--- config.mk ---
export PLATFORM = sky130hd
export DESIGN_NAME = branch_resolve_unit
export DESIGN_NICKNAME = d
export VERILOG_FILES = /design/src/rtl/bru_pkg.sv /design/src/rtl/bru_pred_fifo.sv /design/src/rtl/branch_resolve_unit.sv
export SDC_FILE = /design/constraint.sdc
export NUM_CORES = 1
export LEC_CHECK = 0
export BUFFER_PORTS_ARGS = -buffer_cell sky130_fd_sc_hd__buf_2
export CORE_MARGIN = 3
export CORE_UTILIZATION = 48
export DETAILED_ROUTE_END_ITERATION = 6
export PLACE_DENSITY = 0.75
export SETUP_SLACK_MARGIN = 0.05
export SKIP_CTS_REPAIR_TIMING = 1
export SYNTH_ARGS = -nofsm -noshare
export SYNTH_HDL_FRONTEND = slang
export SYNTH_SLANG_ARGS = --single-unit
--- constraint.sdc ---
create_clock -name clk -period 5.93 [get_ports clk]
set_input_delay 0.2965 -clock clk [delete_from_list [all_inputs] [get_ports clk]]
set_output_delay 0.2965 -clock clk [all_outputs]
set_load 0.01 [all_outputs]
--- src/rtl/bru_pkg.sv ---
// Shared types for the branch resolve unit: FSM encoding and the prediction-queue entry layout.
package bru_pkg;

  typedef enum logic {
    IDLE     = 1'b0,
    REDIRECT = 1'b1
  } state_t;

  localparam int unsigned ADDR_W_DFLT = 32;

  // Canonical entry layout, MSB first: {taken, target, fallthru}.
  typedef struct packed {
    logic                   taken;
    logic [ADDR_W_DFLT-1:0] target;
    logic [ADDR_W_DFLT-1:0] fallthru;
  } entry_t;

  localparam int unsigned ENTRY_W = $bits(entry_t);

  function automatic int unsigned entry_width(input int unsigned addr_w);
    return 2 * addr_w + 1;
  endfunction

endpackage

--- src/rtl/bru_pred_fifo.sv ---
// In-order queue of outstanding branch predictions; clear wins over push.
module bru_pred_fifo #(
  parameter int unsigned WIDTH = 65,
  parameter int unsigned DEPTH = 2
) (
  input  logic             clk,
  input  logic             rst,
  input  logic             push_i,
  input  logic             pop_i,
  input  logic             clear_i,
  input  logic [WIDTH-1:0] wdata_i,
  output logic [WIDTH-1:0] rdata_o,
  output logic             full_o,
  output logic             empty_o
);

  localparam int unsigned PTR_W = $clog2(DEPTH);

  logic [WIDTH-1:0] mem_q [DEPTH];
  logic [PTR_W-1:0] wr_ptr_q;
  logic [PTR_W-1:0] rd_ptr_q;
  logic [PTR_W:0]   count_q;
  logic             push_ok;
  logic             pop_ok;

  assign full_o  = (count_q == (PTR_W+1)'(DEPTH));
  assign empty_o = (count_q == '0);
  assign pop_ok  = pop_i & ~empty_o;
  // A pop frees the head slot in the same cycle, so a full queue can still accept a push.
  assign push_ok = push_i & (~full_o | pop_ok);
  assign rdata_o = mem_q[rd_ptr_q];

  always_ff @(posedge clk) begin
    if (push_ok && !clear_i) begin
      mem_q[wr_ptr_q] <= wdata_i;
    end
  end

  always_ff @(posedge clk) begin
    if (rst || clear_i) begin
      wr_ptr_q <= '0;
      rd_ptr_q <= '0;
      count_q  <= '0;
    end else begin
      if (push_ok) wr_ptr_q <= wr_ptr_q + PTR_W'(1);
      if (pop_ok)  rd_ptr_q <= rd_ptr_q + PTR_W'(1);
      case ({push_ok, pop_ok})
        2'b10:   count_q <= count_q + (PTR_W+1)'(1);
        2'b01:   count_q <= count_q - (PTR_W+1)'(1);
        default: count_q <= count_q;
      endcase
    end
  end

endmodule

--- src/rtl/branch_resolve_unit.sv ---
// Checks resolved branches against queued fetch predictions; flushes and redirects on mispredict.
// Define BRU_STATS_EN to build the resolved-branch and mispredict counters.
module branch_resolve_unit
  import bru_pkg::*;
#(
  parameter int unsigned ADDR_W = 32,
  parameter int unsigned DEPTH  = 2,
  parameter int unsigned CNT_W  = 16
) (
  input  logic              clk,
  input  logic              rst,
  input  logic              stall,
  input  logic              pred_valid,
  input  logic              pred_taken,
  input  logic [ADDR_W-1:0] pred_target,
  input  logic [ADDR_W-1:0] pred_fallthru,
  input  logic              res_valid,
  input  logic              res_equal,
  input  logic [ADDR_W-1:0] res_target,
  output logic              flush,
  output logic [ADDR_W-1:0] redirect_pc,
  output logic              upd_valid,
  output logic              upd_taken,
  output logic              err,
  output logic [CNT_W-1:0]  br_cnt,
  output logic [CNT_W-1:0]  mis_cnt
);

  localparam int unsigned EW = entry_width(ADDR_W);

  state_t            state_q;
  logic              flush_q;
  logic [ADDR_W-1:0] redirect_pc_q;
  logic              upd_valid_q;
  logic              upd_taken_q;
  logic              err_q;

  logic              idle;
  logic              push_req;
  logic              pop_req;
  logic              pop_ok;
  logic              push_ok;
  logic              mispredict;
  logic              fifo_full;
  logic              fifo_empty;
  logic [EW-1:0]     wr_entry;
  logic [EW-1:0]     head;
  logic              head_taken;
  logic [ADDR_W-1:0] head_target;
  logic [ADDR_W-1:0] head_fallthru;

  assign idle     = (state_q == IDLE);
  assign push_req = pred_valid & ~stall & idle;
  assign pop_req  = res_valid & idle;
  assign pop_ok   = pop_req & ~fifo_empty;
  assign push_ok  = push_req & (~fifo_full | pop_ok);

  assign wr_entry      = {pred_taken, pred_target, pred_fallthru};
  assign head_taken    = head[EW-1];
  assign head_target   = head[2*ADDR_W-1:ADDR_W];
  assign head_fallthru = head[ADDR_W-1:0];

  assign mispredict = pop_ok & ((head_taken != res_equal) |
                                (res_equal & head_taken & (head_target != res_target)));

  // Everything still queued behind a mispredicted branch is on the wrong path.
  bru_pred_fifo #(
    .WIDTH (EW),
    .DEPTH (DEPTH)
  ) u_fifo (
    .clk     (clk),
    .rst     (rst),
    .push_i  (push_ok),
    .pop_i   (pop_ok),
    .clear_i (mispredict),
    .wdata_i (wr_entry),
    .rdata_o (head),
    .full_o  (fifo_full),
    .empty_o (fifo_empty)
  );

  always_ff @(posedge clk) begin
    if (rst) begin
      state_q       <= IDLE;
      flush_q       <= 1'b0;
      redirect_pc_q <= '0;
      upd_valid_q   <= 1'b0;
      upd_taken_q   <= 1'b0;
      err_q         <= 1'b0;
    end else begin
      upd_valid_q   <= pop_ok;
      upd_taken_q   <= pop_ok & res_equal;
      flush_q       <= 1'b0;
      redirect_pc_q <= '0;
      if ((pop_req & fifo_empty) | (push_req & fifo_full & ~pop_ok)) begin
        err_q <= 1'b1;
      end
      case (state_q)
        IDLE: begin
          if (mispredict) begin
            state_q       <= REDIRECT;
            flush_q       <= 1'b1;
            redirect_pc_q <= res_equal ? res_target : head_fallthru;
          end
        end
        REDIRECT: state_q <= IDLE;
        default:  state_q <= IDLE;
      endcase
    end
  end

  assign flush       = flush_q;
  assign redirect_pc = redirect_pc_q;
  assign upd_valid   = upd_valid_q;
  assign upd_taken   = upd_taken_q;
  assign err         = err_q;

`ifdef BRU_STATS_EN
  logic [CNT_W-1:0] br_cnt_q;
  logic [CNT_W-1:0] mis_cnt_q;

  always_ff @(posedge clk) begin
    if (rst) begin
      br_cnt_q  <= '0;
      mis_cnt_q <= '0;
    end else begin
      if (pop_ok && (br_cnt_q != '1))      br_cnt_q  <= br_cnt_q + CNT_W'(1);
      if (mispredict && (mis_cnt_q != '1)) mis_cnt_q <= mis_cnt_q + CNT_W'(1);
    end
  end

  assign br_cnt  = br_cnt_q;
  assign mis_cnt = mis_cnt_q;
`else
  assign br_cnt  = '0;
  assign mis_cnt = '0;
`endif

endmodule

# [Word-level counts from Yosys, hierarchy flattened]
# Memory sizes are Yosys's and may differ from the RTL's. A register that Yosys moved wholly into a read port is not among the register bits.
# Index checks and enable logic that the tools add are counted.
[totals] reg_bits=41 latch_bits=0 ram_bits=130 mem_bits_ro=0 input_bits=103 output_inout_bits=68 wordCells=58 n_memories=1
[mem_list] memory="u_fifo.mem_q" words=2 width=65 read_ports=1 rd_ports_with_merged_regs=1 wr=1 line="bru_pred_fifo.sv:19" text="logic [WIDTH-1:0] mem_q [DEPTH];"
[op_classes] n_addsub=4 mul=0 n_div=0 magnitude_cmp=0 eq_ne=5 shift=0 muxes=8 n_bitwise=24 n_reduce_logical=7
[ops] operator="$mux 32" count=1
[ops] operator="$ne 32x32->1" count=1
[ops] operator="$and 1x1->1" count=14
[ops] operator="$not 1->1" count=6
[ops] operator="$mux 1" count=5
[ops] operator="$eq 2x2->1 const B" count=2
[ops] operator="$or 1x1->1" count=4
[ops] operator="$pmux 2 s2" count=1
[ops] operator="$reduce_or 3->1" count=1
[ops] operator="$add 1x1->1 const B" count=2
[ops] operator="$add 2x1->2 const B" count=1
[ops] operator="$eq 2x1->1 const B" count=1
[ops] operator="$logic_not 2->1" count=1
[ops] operator="$pmux 1 s2" count=1
[ops] operator="$reduce_bool 2->1" count=1
[ops] operator="$reduce_or 2->1" count=1
[ops] operator="$sub 2x1->2 const B" count=1
[ops] operator="$logic_and 1x1->1" count=1
[ops] operator="$logic_not 1->1" count=1
[ops] operator="$logic_or 1x1->1" count=1
[ops] operator="$ne 1x1->1" count=1

# [Longest topological paths before layout]
# Gate-level depths: netlist of the first run.
[depth] ltp_word=9 depth_mapped=9 depth_no_buf=9

# [By module]
# A second synthesis of the first run with hierarchy kept.
[hier_totals] cells_unflattened=430 area_unflattened_um2=6867.8
[by_module_without_submodules] module="bru_pred_fifo" n_inst=1 cells_per_inst=231 area_each_um2=4944.7 seq_area_each_um2=4003.8
[by_module_without_submodules] module="branch_resolve_unit" n_inst=1 cells_per_inst=199 area_each_um2=1923.1 seq_area_each_um2=720.7

# [Least setup slack after synthesis of the first run]
# No wires, ideal clock.
[synth_timing] path_kind="register -> register" start="register (tool-made name)" end="memory u_fifo.mem_q[0][0], enable pin" setup_time_ns=0.526 t_arrival_ns=5.443 required_time_ns=5.404 slack_ns=-0.039 stages_incl_launch_ff=7 n_path_buf=3 period_less_slack_ns=5.969 cell_sequence="dfxtp_1 > buf_6 > buf_2 > buf_2 > mux2_2 > ha_1 > o41ai_2"
[synth_rtl] item="end: declaration" line="bru_pred_fifo.sv:19"

==> impl_metrics.yaml, run 1 <==
status:
  run_status: "finished clean"
floorplan:
  top_level_ports: 171
  floorplan.initialDensity_pct: 49.2
  fp.coreArea_mm2: 0.0139
  die_height_um: 126
  core.rowCount: 43
  design.die.area_mm2: 0.0158
  chipWidth_um: 126
global_routing:
  grt_antenna_before_repair: 0
  grt_start_max_net_pins: 67
  grt_pass1_vias: 4024
  grt_total_ovfl: 0
  grt_util_all_layers_pct: 18.4
  grt_pass1_wl_um: 21900
sta:
  finalClockSkew_ps: 9.34
  post-route-min-period_ps: 4140
  setup_total_negative_slack_ps: 0
  hold_violations: 0
  setup_violations: 0
  grt_setup_unrepaired: "false"
  final-max-slew-violation-count: 0
  slew-limit-headroom_pct: 19.7
  fin_ws_ps: 1790
  fin_worst_hold_slack_ps: 57.2
  fmax_ghz: 0.242
  worst_slew_pin_slew_ps: 1200
  period_share_pct: 69.8
yosys:
  post_synth_num_cell_types: 34
  synth_top_cells_by_count: "sky130_fd_sc_hd__edfxtp_1, sky130_fd_sc_hd__a21oi_1, sky130_fd_sc_hd__mux2i_1"
  area_share_of_the_leading_cell_type_in_the_synthesized_netlist_pct: 56.9
  synth_flop_cell: "sky130_fd_sc_hd__edfxtp_1"
  synth_seq_area_share_pct: 68.9
  synthCells: 480
  synth_top_cell_by_area: "sky130_fd_sc_hd__edfxtp_1"
  yosys-top-cells-area: "sky130_fd_sc_hd__edfxtp_1, sky130_fd_sc_hd__dfxtp_1, sky130_fd_sc_hd__mux2i_1, sky130_fd_sc_hd__a21oi_1, sky130_fd_sc_hd__xor2_1"
  synth-warning-count: 0
  ys_async_sr_fraction_pct: 0
  synth_edf_count: 130
  synthesis.area_mm2: 0.00686
  synth_seq_cells: 171
  post_synth.cell_area_avg_um2: 14.3
  count_leader_synth: "sky130_fd_sc_hd__edfxtp_1"
final_layout:
  finish.cell_count_without_fillers: 812
  insertedDiodeCount: 0
  fraction_of_final_layout_cells_with_drive_strength_greater_than_1_pct: 29.4
  layout.nets: 724
  area.growth.synth_to_final_pct: 19.5
drt:
  met3_wirelength_um: 1240
  first_iteration_detailed_routing_drc_count: 299
  maxUsedRoutingLayer: "met4"
  vias_per_cell: 5.19
  drt-met1-wl_um: 6230
  count_of_unresolved_drc_violations_after_routing: 0
  num_vias: 4214
  wl_um: 14500
  drt-pass1-iter-count: 5
  detailroute.wirelength.met2_um: 6690
  avgRoutedWirePerCell_um: 17.8
  route.antenna.remaining_nets: 0
placed_design:
  dp_hpwl_um: 10000
  gp_congestion: 0.768
  total_instance_count_after_detailed_placement: 780
  io_buffers: 138
  post-place-ws_ps: 1780
worst_setup_path:
  timing.critical_path.slowest_cell_delay_ps: 1100
  slowest_stage: "sky130_fd_sc_hd__dfxtp_4"
  cp_data_arrival_time_ps: 4190
  type_of_the_worst_setup_path: "flop to flop"
  path_cells: "mux2i_1, xor2_1, nand4_1, nor4_2, nand2_2, o41ai_4, buf_4"
  worst_setup_path_start_kind: "flop"
  setup.worst_path.end_class: "flop"
  crit_required_ps: 5990
  crit_fanout: 65
power_and_ir_drop:
  cellPowerDensity_mw_per_mm2: 397
  power_leakage_nw: 3.12
  vdd_ir_drop_max_mv: 0.215
min_path:
  min-delay-path-class: "primary input to flop"
clock_tree:
  numClockSinks: 171
  clock_tree.htree_level_count: 4
  clk_path_buf_depth: 2
  post_cts_clock_slew_at_the_launch_and_capture_registers_of_the_worst_setup_and_hold_paths_ps: 70
  cts_root_buffer: "sky130_fd_sc_hd__clkbuf_16"
  clock_tree_from_tritoncts: "built"
  clock_latency_ps: 430
  numCtsBuffers: 17
job:
  max_cap_viols: 0
-- report_power, final --
part           internal [W]  leakage [nW]  switching, W
sequential          0.00150          1.53     0.0000924
combinational      0.000219          1.30      0.000337
clock              0.000661         0.285      0.000446
total               0.00238          3.12      0.000876
-- final cells by class --
cell class | instances | area [µm²]
timing repair buffer | 143 | 728
tap | 180 | 225
clock inverter | 15 | 175
sequential | 171 | 4730
inverter | 3 | 11.3
fill | 1113 | 5730
clock buffer | 17 | 425
multi-input combinational | 283 | 1910
-- metal layers --
layer	vias up	global-route usage [%]
met5	-	0
li1	1967	-
met4	0	7.78
met3	25	5.30
met2	215	28.0
met1	2007	25.0
-- stage by stage --
stage          utilization [%]  power (W)  cell area [µm²]
6_report                  58.9    0.00326             8200
5_1_grt                   58.9    0.00341             8200
4_1_cts                   58.9    0.00328             8200
3_5_place_dp              54.6    0.00218             7600
3_3_place_gp              54.6    0.00215             7600
2_1_floorplan                -    0.00201             6980
-- path summary, 6_finish.rpt --
| check | startpoint | to | slack (ps) | cells past startpoint |
|---|---|---|---|---|
| worst max register to register | flop | u_fifo.mem_q[1][43] | 1790 | 7 |
| worst min-delay path | pred_fallthru[20] | u_fifo.mem_q[1][20] | 60 | 1 |
| worst max-delay path | flop | u_fifo.mem_q[1][43] | 1790 | 7 |
| worst min register to register | err | err | 500 | 2 |
-- critical path: cells and delay by family, from the launching register on --
family	cells	cell delay, ps
AOI/OAI and AO/OA	1	650
xor gates and xnor gates	1	230
buffers and inverters	1	600
DFF	1	1100
and+or+nand+nor	3	780
muxes	1	340
-- flip-flops by register name, indices dropped and copies added, names as in the netlist, named ones only --
register	cells
u_fifo.mem_q	130
redirect_pc	32
u_fifo.count_q	2
err	1
state_q	1
u_fifo.rd_ptr_q	1
u_fifo.wr_ptr_q	1
upd_taken	1
upd_valid	1
-- cells in the final DEF, fill, tap and decap left out, types with 3 or more instances in the layout --
cell type / n
sky130_fd_sc_hd__buf_4: 5
sky130_fd_sc_hd__nor2_1: 42
sky130_fd_sc_hd__bufinv_16: 3
sky130_fd_sc_hd__xor2_1: 34
sky130_fd_sc_hd__o21ai_0: 4
sky130_fd_sc_hd__clkbuf_16: 17
sky130_fd_sc_hd__clkinv_2: 4
sky130_fd_sc_hd__conb_1: 32
sky130_fd_sc_hd__clkinvlp_4: 4
sky130_fd_sc_hd__buf_2: 138
sky130_fd_sc_hd__dfxtp_1: 40
sky130_fd_sc_hd__edfxtp_1: 130
sky130_fd_sc_hd__mux2i_1: 64
sky130_fd_sc_hd__a21oi_1: 66
sky130_fd_sc_hd__nand4_1: 8
sky130_fd_sc_hd__clkinv_4: 3
sky130_fd_sc_hd__nand2_1: 6
sky130_fd_sc_hd__inv_1: 3
-- kinds of logic after synthesis --
family	share of synthesized area, %
AO/OA/AOI/OAI	6.60
XOR/XNOR	4.60
adder cells (fa/ha/maj)	0.365
buffers and inverters	5.34
flip-flops	68.9
multiplexers	9.66
other	0.0547
AND/OR/NAND/NOR	4.52
Note: power is estimated with default switching activity, not from simulation.
==> run 2: changes to the inputs <==
--- a/config.mk
+++ b/config.mk
@@ -7,9 +7,9 @@
 export LEC_CHECK = 0
 export BUFFER_PORTS_ARGS = -buffer_cell sky130_fd_sc_hd__buf_2
 export CORE_MARGIN = 3
-export CORE_UTILIZATION = 48
+export CORE_UTILIZATION = 53
 export DETAILED_ROUTE_END_ITERATION = 6
-export PLACE_DENSITY = 0.75
+export PLACE_DENSITY = 0.79
 export SETUP_SLACK_MARGIN = 0.05
 export SKIP_CTS_REPAIR_TIMING = 1
 export SYNTH_ARGS = -nofsm -noshare
==> constraint.sdc (replaced) <==
create_clock -name clk -period 4 [get_ports clk]
set_input_delay 0.2 -clock clk [delete_from_list [all_inputs] [get_ports clk]]
set_output_delay 0.2 -clock clk [all_outputs]
set_load 0.01 [all_outputs]
==> run 2 against run 1 <==
Global-route usage grew 2.7 points. Total power grew 54%. Non-clock buffer count grew 69. Sequential power grew 46%. First-iteration DRC count grew 24%. Via count grew 8.4%. Sequential share of layout area shrank 4.6 points.
==> impl_metrics.yaml, run 2 (synthesis gave the netlist of run 1 again) <==
power_and_ir_drop:
  power_w: 0.00503
  vdd_ir_drop_max_mv: 0.408
  power.clock.fraction_pct: 35.1
  power.share.combinational_pct: 18.5
  power_leakage_nw: 3.45
  seqPwrFrac_pct: 46.4
  switchingPower_w: 0.00130
  power.internal_w: 0.00373
  cellPowerDensity_mw_per_mm2: 564
  power.share.switching_pct: 25.9
global_routing:
  grt_antenna_before_repair: 1
  grt_start_max_net_pins: 66
  grt_pass1_wl_um: 23000
  grt_pass1_vias: 4362
  grt_util_all_layers_pct: 21.1
  grt_total_ovfl: 0
final_layout:
  largest_register: "u_fifo.mem_q"
  area.growth.synth_to_final_pct: 30.0
  layout.core_utilization_pct: 72.5
  ff_latch_area_mm2: 0.00473
  multi_input_area_mm2: 0.00191
  fraction_of_final_layout_cells_with_drive_strength_greater_than_1_pct: 27.0
  num-fill-cells: 804
  final_cell_mix: "sky130_fd_sc_hd__buf_2, sky130_fd_sc_hd__edfxtp_1, sky130_fd_sc_hd__a21oi_1"
  flip_flop_count_of_the_largest_register_all_copies_and_words_added: 130
  leading_cell_type_in_the_layout_fill_and_taps_excluded: "sky130_fd_sc_hd__buf_2"
  layout.nets: 793
drt:
  vias_per_cell: 5.25
  avgRoutedWirePerCell_um: 18.2
  count_of_unresolved_drc_violations_after_routing: 0
  drt-pass1-iter-count: 4
  num_vias: 4568
  first_iteration_detailed_routing_drc_count: 370
  wl_um: 15800
  route.antenna.remaining_nets: 0
clock_tree:
  cts_root_buffer: "sky130_fd_sc_hd__clkbuf_16"
  numClockSinks: 171
  post_cts_clock_slew_at_the_launch_and_capture_registers_of_the_worst_setup_and_hold_paths_ps: 60
  clock_tree_from_tritoncts: "built"
  numCtsBuffers: 17
  clock_tree.htree_level_count: 4
  clk_path_buf_depth: 2
  clock_latency_ps: 420
status:
  run_status: "finished clean"
floorplan:
  floorplan.initialDensity_pct: 55.7
  top_level_ports: 171
  core.rowCount: 40
  fp.coreArea_mm2: 0.0123
  die_height_um: 120
  chipWidth_um: 120
  design.die.area_mm2: 0.0143
worst_setup_path:
  worst_setup_path_start_kind: "flop"
  cp_data_arrival_time_ps: 3380
  crit_required_ps: 4060
  type_of_the_worst_setup_path: "flop to flop"
  crit_fanout: 39
  setup.worst_path.end_class: "flop"
placed_design:
  post-place-ws_ps: 664
  gp_congestion: 0.774
  io_buffers: 138
  dp_hpwl_um: 10200
sta:
  setup_total_negative_slack_ps: 0
  setup_violations: 0
  slew-limit-headroom_pct: 49.0
  finalClockSkew_ps: 10.5
  fmax_ghz: 0.301
  period_share_pct: 83.1
  hold_violations: 0
  grt_setup_unrepaired: "false"
  fin_ws_ps: 677
  final-max-slew-violation-count: 0
  worst_slew_pin_slew_ps: 765
  post-route-min-period_ps: 3320
min_path:
  min-delay-path-class: "primary input to flop"
job:
  max_cap_viols: 0
## run 2: cell type report
type | instances | share of cell area, %
clock buffer | 20 | 5.01
multi-input combinational | 283 | 21.4
clock inverter | 12 | 2.19
inverter | 3 | 0.126
tap | 168 | 2.36
antenna | 1 | 0.0280
sequential | 171 | 53.0
timing repair buffer | 212 | 15.9
## run 2: final timing paths
kind / from / end / slack, ps / depth (start not counted)
min: pred_fallthru[26] / u_fifo.mem_q[1][26] / 20 / 1
min reg2reg: err / err / 470 / 2
max reg2reg: flop / u_fifo.mem_q[1][18] / 680 / 8
max: flop / u_fifo.mem_q[1][18] / 680 / 8
## run 2: critical path: stages (launching register included)
cell,delay [ps]
sky130_fd_sc_hd__dfxtp_4,580
sky130_fd_sc_hd__buf_4,370
sky130_fd_sc_hd__mux2i_1,250
sky130_fd_sc_hd__xor2_1,190
sky130_fd_sc_hd__nand4_1,150
sky130_fd_sc_hd__nor4_2,300
sky130_fd_sc_hd__nand2_2,210
sky130_fd_sc_hd__o41ai_4,370
sky130_fd_sc_hd__buf_4,510
## run 2: power groups by stage
| stage | registers, W | clock network [W] | logic, W |
|---|---|---|---|
| after floorplan | 0.00237 | 0 | 0.000628 |
| after global placement | 0.00235 | 0 | 0.000849 |
| after detailed placement | 0.00237 | 0 | 0.000872 |
| after CTS | 0.00233 | 0.00177 | 0.000880 |
| after global routing | 0.00236 | 0.00186 | 0.00102 |
| final | 0.00233 | 0.00177 | 0.000932 |
## run 2: per-stage QoR
stage	cells	cell area [µm²]	hold WS, ps
floorplan	511	7020	299
global route	870	8920	2.83
finish	870	8920	20.1
detailed placement	773	7640	392
global placement	773	7640	393
CTS	805	8280	-55.5
## run 2: metal layers
layer  GRT usage (%)  wire length, µm  up-vias
li1                -                -     2114
met1            28.0             6280     2157
met2            34.0             7760      272
met3            5.14             1480       25
met4            7.95              308        0
met5               0                0        -
==> run 3: changes to the inputs <==
--- a/config.mk
+++ b/config.mk
@@ -7,9 +7,9 @@
 export LEC_CHECK = 0
 export BUFFER_PORTS_ARGS = -buffer_cell sky130_fd_sc_hd__buf_2
 export CORE_MARGIN = 3
-export CORE_UTILIZATION = 53
+export CORE_UTILIZATION = 48
 export DETAILED_ROUTE_END_ITERATION = 6
-export PLACE_DENSITY = 0.79
+export PLACE_DENSITY = 0.75
 export SETUP_SLACK_MARGIN = 0.05
 export SKIP_CTS_REPAIR_TIMING = 1
 export SYNTH_ARGS = -nofsm -noshare
==> constraint.sdc (replaced) <==
create_clock -name clk -period 3 [get_ports clk]
set_input_delay 0.15 -clock clk [delete_from_list [all_inputs] [get_ports clk]]
set_output_delay 0.15 -clock clk [all_outputs]
set_load 0.01 [all_outputs]
==> run 3 against run 2 <==
Sequential cell count stayed put. Cell count is 3.6% higher. Combinational power is 51% higher. Count of clock-buffer cells in the layout stayed put. Critical path depth is 2 higher.
==> impl_metrics.yaml, run 3 (synthesis gave the netlist of run 1 again) <==
final_layout:
  layout.core_utilization_pct: 65.6
  num-fill-cells: 983
  largest_register: "u_fifo.mem_q"
  insertedDiodeCount: 0
  flip_flop_count_of_the_largest_register_all_copies_and_words_added: 130
  leading_cell_type_in_the_layout_fill_and_taps_excluded: "sky130_fd_sc_hd__buf_2"
  finish.cell_count_without_fillers: 901
  ff_latch_area_mm2: 0.00473
  area.growth.synth_to_final_pct: 33.1
  final_cell_mix: "sky130_fd_sc_hd__buf_2, sky130_fd_sc_hd__edfxtp_1, sky130_fd_sc_hd__a21oi_1"
  layout.nets: 813
  layout.cell_area.non_filler_mm2: 0.00914
  fraction_of_final_layout_cells_with_drive_strength_greater_than_1_pct: 29.0
  multi_input_area_mm2: 0.00192
worst_setup_path:
  type_of_the_worst_setup_path: "flop to flop"
  slowest_stage: "sky130_fd_sc_hd__dfxtp_4"
  reg2reg_depth: 10
  path_cells: "buf_4, buf_4, mux2i_1, xor2_1, nand4_1, nor4_2, nand2_2, o41ai_4, buf_4, buf_8"
  reg2reg_slack_ps: 100
  crit_fanout: 24
  crit_required_ps: 3110
  cp_data_arrival_time_ps: 3010
  cpMostUsedCell: "sky130_fd_sc_hd__buf_4"
  setup.worst_path.end_class: "flop"
  worst_setup_path_start_kind: "flop"
  timing.critical_path.slowest_cell_delay_ps: 470
power_and_ir_drop:
  power_leakage_nw: 3.54
  cellPowerDensity_mw_per_mm2: 724
  vdd_ir_drop_max_mv: 0.499
floorplan:
  core.rowCount: 43
  floorplan.initialDensity_pct: 49.2
  top_level_ports: 171
  die_height_um: 126
  design.die.area_mm2: 0.0158
  fp.coreArea_mm2: 0.0139
  chipWidth_um: 126
sta:
  slew-limit-headroom_pct: 55.2
  fmax_ghz: 0.345
  post-route-min-period_ps: 2900
  period_share_pct: 96.6
  finalClockSkew_ps: 9.69
  setup_violations: 0
  final-max-slew-violation-count: 0
  setup_total_negative_slack_ps: 0
  hold_violations: 0
  worst_slew_pin_slew_ps: 672
min_path:
  holdPathStages: 3
  min-delay-path-class: "primary input to flop"
clock_tree:
  clock_latency_ps: 420
  clk_path_buf_depth: 2
  cts_root_buffer: "sky130_fd_sc_hd__clkbuf_16"
  numCtsBuffers: 17
  clock_tree_from_tritoncts: "built"
  numClockSinks: 171
  post_cts_clock_slew_at_the_launch_and_capture_registers_of_the_worst_setup_and_hold_paths_ps: 70
  clock_tree.htree_level_count: 4
status:
  run_status: "finished clean"
global_routing:
  grt_start_max_net_pins: 66
  grt_total_ovfl: 0
  grt_antenna_before_repair: 0
  grt_pass1_wl_um: 22700
  grt_util_all_layers_pct: 19.0
  grt_pass1_vias: 4294
drt:
  avgRoutedWirePerCell_um: 18.2
  count_of_unresolved_drc_violations_after_routing: 0
  wl_um: 16400
  route.antenna.remaining_nets: 0
  first_iteration_detailed_routing_drc_count: 362
  drt-pass1-iter-count: 5
  vias_per_cell: 5.14
  num_vias: 4635
placed_design:
  dp_hpwl_um: 10700
  total_instance_count_after_detailed_placement: 793
  io_buffers: 138
  gp_congestion: 0.849
  area_after_dpl_mm2: 0.00776
job:
  max_cap_viols: 0
## run 3: cell type report
type	count	area share (%)
Clock buffer	20	4.89
Clock inverter	12	1.36
Inverter	3	0.123
Multi-Input combinational cell	283	21.0
Sequential cell	171	51.8
Tap cell	180	2.47
Timing Repair Buffer	232	18.4
## run 3: layer usage
layer  wire length (µm)  global-route usage, %  up-vias
met1               6830                   24.7     2220
met3               1130                   5.68       28
met4                383                   6.31        0
met5                  0                      0        -
li1                   -                      -     2151
met2               8050                   30.9      236
## run 3: final timing paths
| kind | from | endpoint |
|---|---|---|
| hold reg to reg | err | err |
| hold / removal | res_target[23] | redirect_pc[23] |
| setup / recovery | flop | u_fifo.mem_q[0][37] |
| setup reg to reg | flop | u_fifo.mem_q[0][37] |
## run 3: worst max-delay path: cells and delay by family, from the launching register on
family	cells	cell delay (ps)
muxes	1	220
xor gates and xnor gates	1	170
and+or+nand+nor	3	680
DFF	1	470
buffers and inverters	4	690
AOI/OAI and AO/OA	1	360
## run 3: stage by stage
step,setup slack (ps),total power (W),hold WS (ps)
final,101,0.00661,36.1
after global routing,-2.27,0.00686,41.7
after CTS,35.3,0.00646,-109
after detailed placement,68.2,0.00438,342
after global placement,127,0.00432,341
after floorplan,-1290,0.00399,249
## run 3: where the power goes
group | internal (W) | total (W) | switching, W | leakage (nW)
Clock | 0.00124 | 0.00210 | 0.000857 | 0.272
Sequential | 0.00297 | 0.00310 | 0.000133 | 1.53
Combinational | 0.000615 | 0.00141 | 0.000798 | 1.74
Total | 0.00482 | 0.00661 | 0.00179 | 3.54
